$ cat src/rtl/hazard_ctrl_if.sv
// Pipeline-to-hazard-controller bundle: stage register fields in, stall/flush/forward controls out.
interface hazard_ctrl_if;
  logic [4:0] id_rs, id_rt;
  logic       id_muldiv;
  logic [4:0] ex_rs, ex_rt;
  logic       ex_mem_read;
  logic [4:0] ex_rd;
  logic       ex_branch_taken;
  logic       mem_reg_write;
  logic [4:0] mem_rd;
  logic       wb_reg_write;
  logic [4:0] wb_rd;

  logic [1:0] fwd_a_sel, fwd_b_sel;
  logic       pc_stall, ifid_stall, idex_stall;
  logic       idex_bubble, exmem_bubble, ifid_flush;
  logic       md_busy, md_done;

  modport master (
    output id_rs, id_rt, id_muldiv, ex_rs, ex_rt, ex_mem_read, ex_rd,
           ex_branch_taken, mem_reg_write, mem_rd, wb_reg_write, wb_rd,
    input  fwd_a_sel, fwd_b_sel, pc_stall, ifid_stall, idex_stall,
           idex_bubble, exmem_bubble, ifid_flush, md_busy, md_done
  );

  modport slave (
    input  id_rs, id_rt, id_muldiv, ex_rs, ex_rt, ex_mem_read, ex_rd,
           ex_branch_taken, mem_reg_write, mem_rd, wb_reg_write, wb_rd,
    output fwd_a_sel, fwd_b_sel, pc_stall, ifid_stall, idex_stall,
           idex_bubble, exmem_bubble, ifid_flush, md_busy, md_done
  );
endinterface

$ cat src/rtl/hazard_ctrl.sv
// Five-stage MIPS hazard controller: EX operand forwarding, load-use stall,
// branch flush, mult/div EX occupancy FSM and a saturating stall-cycle counter.
module hazard_fwd_lane (
  input  logic [4:0] src,
  input  logic       mem_reg_write,
  input  logic [4:0] mem_rd,
  input  logic       wb_reg_write,
  input  logic [4:0] wb_rd,
  output logic [1:0] sel
);
  // EX/MEM holds the younger result, so it wins over MEM/WB.
  always_comb begin
    sel = 2'b00;
    if (mem_reg_write && mem_rd != 5'd0 && mem_rd == src)
      sel = 2'b10;
    else if (wb_reg_write && wb_rd != 5'd0 && wb_rd == src)
      sel = 2'b01;
  end
endmodule

module hazard_ctrl #(
  parameter int MULDIV_LAT = 4,
  parameter int CNT_W      = 16
) (
  input  logic             clk,
  input  logic             rst,
  hazard_ctrl_if.slave     hz,
  output logic [CNT_W-1:0] stall_cnt
);
  localparam int NUM_OPS = 2;
  localparam logic [3:0] MD_LOAD = 4'(MULDIV_LAT - 2);

  typedef enum logic {IDLE, MD_BUSY} md_state_e;

  md_state_e        state;
  logic [3:0]       md_cnt;
  logic [CNT_W-1:0] cnt_q;

  logic [NUM_OPS-1:0][4:0] ex_src;
  logic [NUM_OPS-1:0][1:0] fwd_sel;
  logic lu, busy, md_start;
  logic pc_stall;

  assign ex_src = {hz.ex_rt, hz.ex_rs};

  for (genvar i = 0; i < NUM_OPS; i++) begin : g_fwd
    hazard_fwd_lane u_fwd (
      .src           (ex_src[i]),
      .mem_reg_write (hz.mem_reg_write),
      .mem_rd        (hz.mem_rd),
      .wb_reg_write  (hz.wb_reg_write),
      .wb_rd         (hz.wb_rd),
      .sel           (fwd_sel[i])
    );
  end

  assign lu = hz.ex_mem_read && hz.ex_rd != 5'd0 &&
              (hz.ex_rd == hz.id_rs || hz.ex_rd == hz.id_rt);
  assign busy = (state == MD_BUSY);
  // A taken branch discards the ID instruction, so it cannot start a mult/div.
  assign md_start = !rst && !busy && !hz.ex_branch_taken && !lu && hz.id_muldiv;

  always_comb begin
    hz.fwd_a_sel    = 2'b00;
    hz.fwd_b_sel    = 2'b00;
    pc_stall        = 1'b0;
    hz.ifid_stall   = 1'b0;
    hz.idex_stall   = 1'b0;
    hz.idex_bubble  = 1'b0;
    hz.exmem_bubble = 1'b0;
    hz.ifid_flush   = 1'b0;
    hz.md_busy      = 1'b0;
    hz.md_done      = 1'b0;
    if (!rst) begin
      hz.fwd_a_sel = fwd_sel[0];
      hz.fwd_b_sel = fwd_sel[1];
      if (busy) begin
        pc_stall        = 1'b1;
        hz.ifid_stall   = 1'b1;
        hz.idex_stall   = 1'b1;
        hz.exmem_bubble = 1'b1;
        hz.md_busy      = 1'b1;
        hz.md_done      = (md_cnt == 4'd0);
      end else if (hz.ex_branch_taken) begin
        hz.ifid_flush  = 1'b1;
        hz.idex_bubble = 1'b1;
      end else if (lu) begin
        pc_stall       = 1'b1;
        hz.ifid_stall  = 1'b1;
        hz.idex_bubble = 1'b1;
      end
    end
  end

  assign hz.pc_stall = pc_stall;
  assign stall_cnt   = rst ? '0 : cnt_q;

  always_ff @(posedge clk) begin
    if (rst) begin
      state  <= IDLE;
      md_cnt <= 4'd0;
      cnt_q  <= '0;
    end else begin
      case (state)
        IDLE: if (md_start) begin
          state  <= MD_BUSY;
          md_cnt <= MD_LOAD;
        end
        MD_BUSY: if (md_cnt == 4'd0) state <= IDLE;
                 else                md_cnt <= md_cnt - 4'd1;
        default: state <= IDLE;
      endcase
      if (pc_stall && cnt_q != {CNT_W{1'b1}})
        cnt_q <= cnt_q + {{(CNT_W-1){1'b0}}, 1'b1};
    end
  end
endmodule

$ cat src/flat_wrapper.sv
// flat-port wrapper written by rule: the top's interface ports become plain ports
module hazard_ctrl_flat 
#(
  parameter int MULDIV_LAT = 4,
  parameter int CNT_W      = 16
)
  (clk, rst, stall_cnt, hz_id_rs, hz_id_rt, hz_id_muldiv, hz_ex_rs, hz_ex_rt, hz_ex_mem_read, hz_ex_rd, hz_ex_branch_taken, hz_mem_reg_write, hz_mem_rd, hz_wb_reg_write, hz_wb_rd, hz_fwd_a_sel, hz_fwd_b_sel, hz_pc_stall, hz_ifid_stall, hz_idex_stall, hz_idex_bubble, hz_exmem_bubble, hz_ifid_flush, hz_md_busy, hz_md_done);
  hazard_ctrl_if hz_i ();
  input  logic clk;
  input  logic rst;
  output logic [CNT_W-1:0] stall_cnt;
  input wire logic [$bits(hz_i.id_rs)-1:0] hz_id_rs;
  input wire logic [$bits(hz_i.id_rt)-1:0] hz_id_rt;
  input wire logic [$bits(hz_i.id_muldiv)-1:0] hz_id_muldiv;
  input wire logic [$bits(hz_i.ex_rs)-1:0] hz_ex_rs;
  input wire logic [$bits(hz_i.ex_rt)-1:0] hz_ex_rt;
  input wire logic [$bits(hz_i.ex_mem_read)-1:0] hz_ex_mem_read;
  input wire logic [$bits(hz_i.ex_rd)-1:0] hz_ex_rd;
  input wire logic [$bits(hz_i.ex_branch_taken)-1:0] hz_ex_branch_taken;
  input wire logic [$bits(hz_i.mem_reg_write)-1:0] hz_mem_reg_write;
  input wire logic [$bits(hz_i.mem_rd)-1:0] hz_mem_rd;
  input wire logic [$bits(hz_i.wb_reg_write)-1:0] hz_wb_reg_write;
  input wire logic [$bits(hz_i.wb_rd)-1:0] hz_wb_rd;
  output wire logic [$bits(hz_i.fwd_a_sel)-1:0] hz_fwd_a_sel;
  output wire logic [$bits(hz_i.fwd_b_sel)-1:0] hz_fwd_b_sel;
  output wire logic [$bits(hz_i.pc_stall)-1:0] hz_pc_stall;
  output wire logic [$bits(hz_i.ifid_stall)-1:0] hz_ifid_stall;
  output wire logic [$bits(hz_i.idex_stall)-1:0] hz_idex_stall;
  output wire logic [$bits(hz_i.idex_bubble)-1:0] hz_idex_bubble;
  output wire logic [$bits(hz_i.exmem_bubble)-1:0] hz_exmem_bubble;
  output wire logic [$bits(hz_i.ifid_flush)-1:0] hz_ifid_flush;
  output wire logic [$bits(hz_i.md_busy)-1:0] hz_md_busy;
  output wire logic [$bits(hz_i.md_done)-1:0] hz_md_done;
  assign hz_i.id_rs = hz_id_rs;
  assign hz_i.id_rt = hz_id_rt;
  assign hz_i.id_muldiv = hz_id_muldiv;
  assign hz_i.ex_rs = hz_ex_rs;
  assign hz_i.ex_rt = hz_ex_rt;
  assign hz_i.ex_mem_read = hz_ex_mem_read;
  assign hz_i.ex_rd = hz_ex_rd;
  assign hz_i.ex_branch_taken = hz_ex_branch_taken;
  assign hz_i.mem_reg_write = hz_mem_reg_write;
  assign hz_i.mem_rd = hz_mem_rd;
  assign hz_i.wb_reg_write = hz_wb_reg_write;
  assign hz_i.wb_rd = hz_wb_rd;
  assign hz_fwd_a_sel = hz_i.fwd_a_sel;
  assign hz_fwd_b_sel = hz_i.fwd_b_sel;
  assign hz_pc_stall = hz_i.pc_stall;
  assign hz_ifid_stall = hz_i.ifid_stall;
  assign hz_idex_stall = hz_i.idex_stall;
  assign hz_idex_bubble = hz_i.idex_bubble;
  assign hz_exmem_bubble = hz_i.exmem_bubble;
  assign hz_ifid_flush = hz_i.ifid_flush;
  assign hz_md_busy = hz_i.md_busy;
  assign hz_md_done = hz_i.md_done;
  hazard_ctrl #(.MULDIV_LAT(MULDIV_LAT), .CNT_W(CNT_W)) u_core (.clk(clk), .rst(rst), .hz(hz_i), .stall_cnt(stall_cnt));
endmodule
$ cat config.mk
export PLATFORM = sky130hd
export DESIGN_NAME = hazard_ctrl_flat
export DESIGN_NICKNAME = d
export VERILOG_FILES = /design/src/rtl/hazard_ctrl_if.sv /design/src/rtl/hazard_ctrl.sv /design/src/flat_wrapper.sv
export SDC_FILE = /design/constraint.sdc
export NUM_CORES = 1
export LEC_CHECK = 0
export ABC_AREA = 1
export ABC_CLOCK_PERIOD_IN_PS = 1800
export BUFFER_PORTS_ARGS = -buffer_cell sky130_fd_sc_hd__buf_2
export CORE_UTILIZATION = 35
export CTS_BUF_LIST = sky130_fd_sc_hd__clkbuf_8
export DETAILED_ROUTE_END_ITERATION = 7
export MAX_ROUTING_LAYER = met4
export PLACE_DENSITY = 0.58
export SLEW_MARGIN = 30
export SYNTH_ARGS = -nofsm -noshare
export SYNTH_HDL_FRONTEND = slang
export SYNTH_SLANG_ARGS = --single-unit
export TNS_END_PERCENT = 1
$ cat constraint.sdc
create_clock -name clk -period 1.8 [get_ports clk]
set_input_delay 0.27 -clock clk [delete_from_list [all_inputs] [get_ports clk]]
set_output_delay 0.27 -clock clk [all_outputs]
set_load 0.005 [all_outputs]
==> impl_metrics.tcl <==
set metrics [dict create \
    cts_buffers 3 \
    area_growth_pct 27.3 \
    netlist_area_um2 1840 \
    timing.rr.start "u_core.cnt_q[1]$_SDFFE_PP0P_" \
    relSlewSlack 0.705 \
    cts.sinks 21 \
    diodes 0 \
    ant_nets 0 \
    reg2regPathDepth 8 \
    finalClockSkew_ns 0.00230 \
    crit_type "in2out" \
    rows 25 \
    status "finished, final reports clean" \
    start_kind "primary input" \
    worst_hold_slack_ns 0.310 \
    fin_nets 430 \
    grt_pass1_wl_um 7350 \
    drive_gt1_frac 0.231 \
    async_flop_share 0 \
    first_iter_violations 76 \
    portBuffers 69 \
    min_from "rst" \
    dp_hpwl_um 3700 \
    die_width_um 74.4 \
    tritoncts "yes" \
    gp_congestion 0.852 \
    clk_pin_slew_ns 0.08 \
    synth-seq-cells 21 \
    synth_nets 358 \
    synthCells 314 \
    dr.pass1.iters 4 \
    yosysSeqAreaShare 0.229 \
    worstPathMaxFanout 3 \
    die_h_um 74.4 \
    crit_arrival_ns 1.35 \
    whs_path_depth 2 \
    slew_viol_final 0 \
    final-setup-viol-count 0 \
    postCtsHoldBufs 0 \
    wirelength_um 4660 \
    cap_violations 0 \
    powerDensity_nw_per_um2 437 \
    grt.overflow.total 0 \
    grt_use_total 0.172 \
    worstReg2RegEnd "u_core.cnt_q[12]$_SDFFE_PP0P_" \
    hp-class "in2reg" \
    synth_edf_count 0 \
    grt_pass1_vias 1734 \
    leakagePower_nw 1.25 \
    io_pins 70 \
    root_buffer "clkbuf_8" \
    ys.warnings.count 0 \
    ys_types 29 \
    fin_tns_setup_ns 0 \
    yosys_most_used_dff "dfxtp_1" \
    die_area_um2 5540 \
    layout_commonest_cell "nand2_1" \
    min_period_ns 1.62 \
    nFillCells 542 \
    core_area_um2 4880 \
    cts-htree-levels 1 \
    start_util 0.376 \
    antenna_found_initial 0 \
    grt_start_max_net_pins 23 \
    setup.worst_path.end_class "primary output" \
    clkLatencyLatePin_ns 0.26 \
    vias 2070 \
    finalCritPeriodShare 0.902 \
    finalHoldViolCount 0 \
    avgSynthCellArea_um2 5.85 \
    vias_per_cell 4.58 \
    ir_worst_vdd_uv 265 \
    hold_end "u_core.busy$_SDFF_PP0_" \
    final_cell_mix "79 x nand2_1, 69 x buf_2, 52 x inv_1" \
    wire_per_inst_um 10.3 \
    power_mw 1.02 \
    drc 0 \
    r2r_slack_ns 0.19 \
    required_ns 1.53 \
    max_clock_freq_mhz 616 \
    cts_buffer_depth 2 \
    worst_pin_slew_ns 0.436 \
    rsz0062_at_grt "false" \
]
[where the power goes]
part           switching [mW]  total, mW  internal, mW
sequential            0.00308      0.472         0.469
combinational           0.129      0.237         0.107
clock                   0.159      0.311         0.152
[routing by layer]
metal	routed length, um	GRT usage	vias to the layer above
met5	0	-	-
met4	45	0.0440	0
met3	236	0.0190	5
met2	2080	0.283	53
met1	2300	0.224	901
li1	-	-	1111
[critical path: stages]
cell	delay [ns]
buf_2	0.11
or2_2	0.29
a221oi_1	0.26
nand3_1	0.11
nor3_1	0.16
buf_2	0.15
[metrics by stage]
step,util,worst slack (ns),cell area (um^2),cells
5_1_grt,0.479,0.0276,2340,452
3_5_place_dp,0.466,0.174,2270,448
3_3_place_gp,0.466,0.168,2270,448
6_report,0.479,0.176,2340,452
2_1_floorplan,-,0.318,1840,314
4_1_cts,0.475,0.147,2320,452
[state kept, by name, summed over array words and instances (netlist names)]
signal / flops
u_core.busy: 1
u_core.cnt_q: 16
u_core.md_cnt: 4
[synth_stat cells, drive strengths merged, types with 2 or more instances]
| cell | count | area [um^2] |
|---|---|---|
| nor2 | 48 | 180 |
| nand3 | 32 | 165 |
| nand2 | 79 | 297 |
| nor3 | 8 | 50.1 |
| nand4 | 3 | 18.8 |
| o21ai | 3 | 15.0 |
| inv | 52 | 195 |
| ha | 2 | 25.0 |
| or2 | 3 | 18.8 |
| buf | 8 | 58.8 |
| xnor2 | 13 | 114 |
| dfxtp | 21 | 420 |
| a21oi | 16 | 80.1 |
| xor2 | 13 | 114 |
| clkbuf | 3 | 11.3 |
| nor4 | 2 | 12.5 |
[layout make-up]
type                            instances  area, um^2  area share
Clock buffer                            3        41.3      0.0177
Timing Repair Buffer                   78         425       0.182
Tap cell                               67        83.8      0.0359
Inverter                               53         199      0.0852
Sequential cell                        21         420       0.180
Multi-Input combinational cell        229        1160       0.498
Clock inverter                          1        3.75     0.00161
[logic make-up (layout without fill, tap and decap cells)]
| family | Yosys count | in the layout | share of synthesized area |
|---|---|---|---|
| simple gates | 176 | 176 | 0.408 |
| buf+inv | 64 | 135 | 0.147 |
| compound gates | 25 | 25 | 0.0784 |
| fa+ha+maj | 2 | 2 | 0.0136 |
| flops | 21 | 21 | 0.229 |
| xor+xnor | 26 | 26 | 0.124 |
[timing repair]
action                                  in CTS  in global routing
gates resized for setup                      0                  3
buffers inserted                             0                  0
endpoints found under the setup margin       0                  3
[how the worst max path moves through the flow]
stage / cells after the start / endpoint / startpoint
2_1_floorplan: 7 / u_core.cnt_q[8]$_SDFFE_PP0P_ / u_core.cnt_q[0]$_SDFFE_PP0P_
3_3_place_gp: 6 / hz_fwd_a_sel[0] / hz_wb_rd[4]
3_5_place_dp: 8 / u_core.cnt_q[12]$_SDFFE_PP0P_ / u_core.cnt_q[1]$_SDFFE_PP0P_
4_1_cts: 8 / u_core.cnt_q[12]$_SDFFE_PP0P_ / u_core.cnt_q[1]$_SDFFE_PP0P_
5_1_grt: 9 / u_core.cnt_q[9]$_SDFFE_PP0P_ / u_core.cnt_q[2]$_SDFFE_PP0P_
6_report: 6 / hz_fwd_a_sel[0] / hz_wb_rd[0]
No activity file was read; power rests on OpenSTA's default activity.
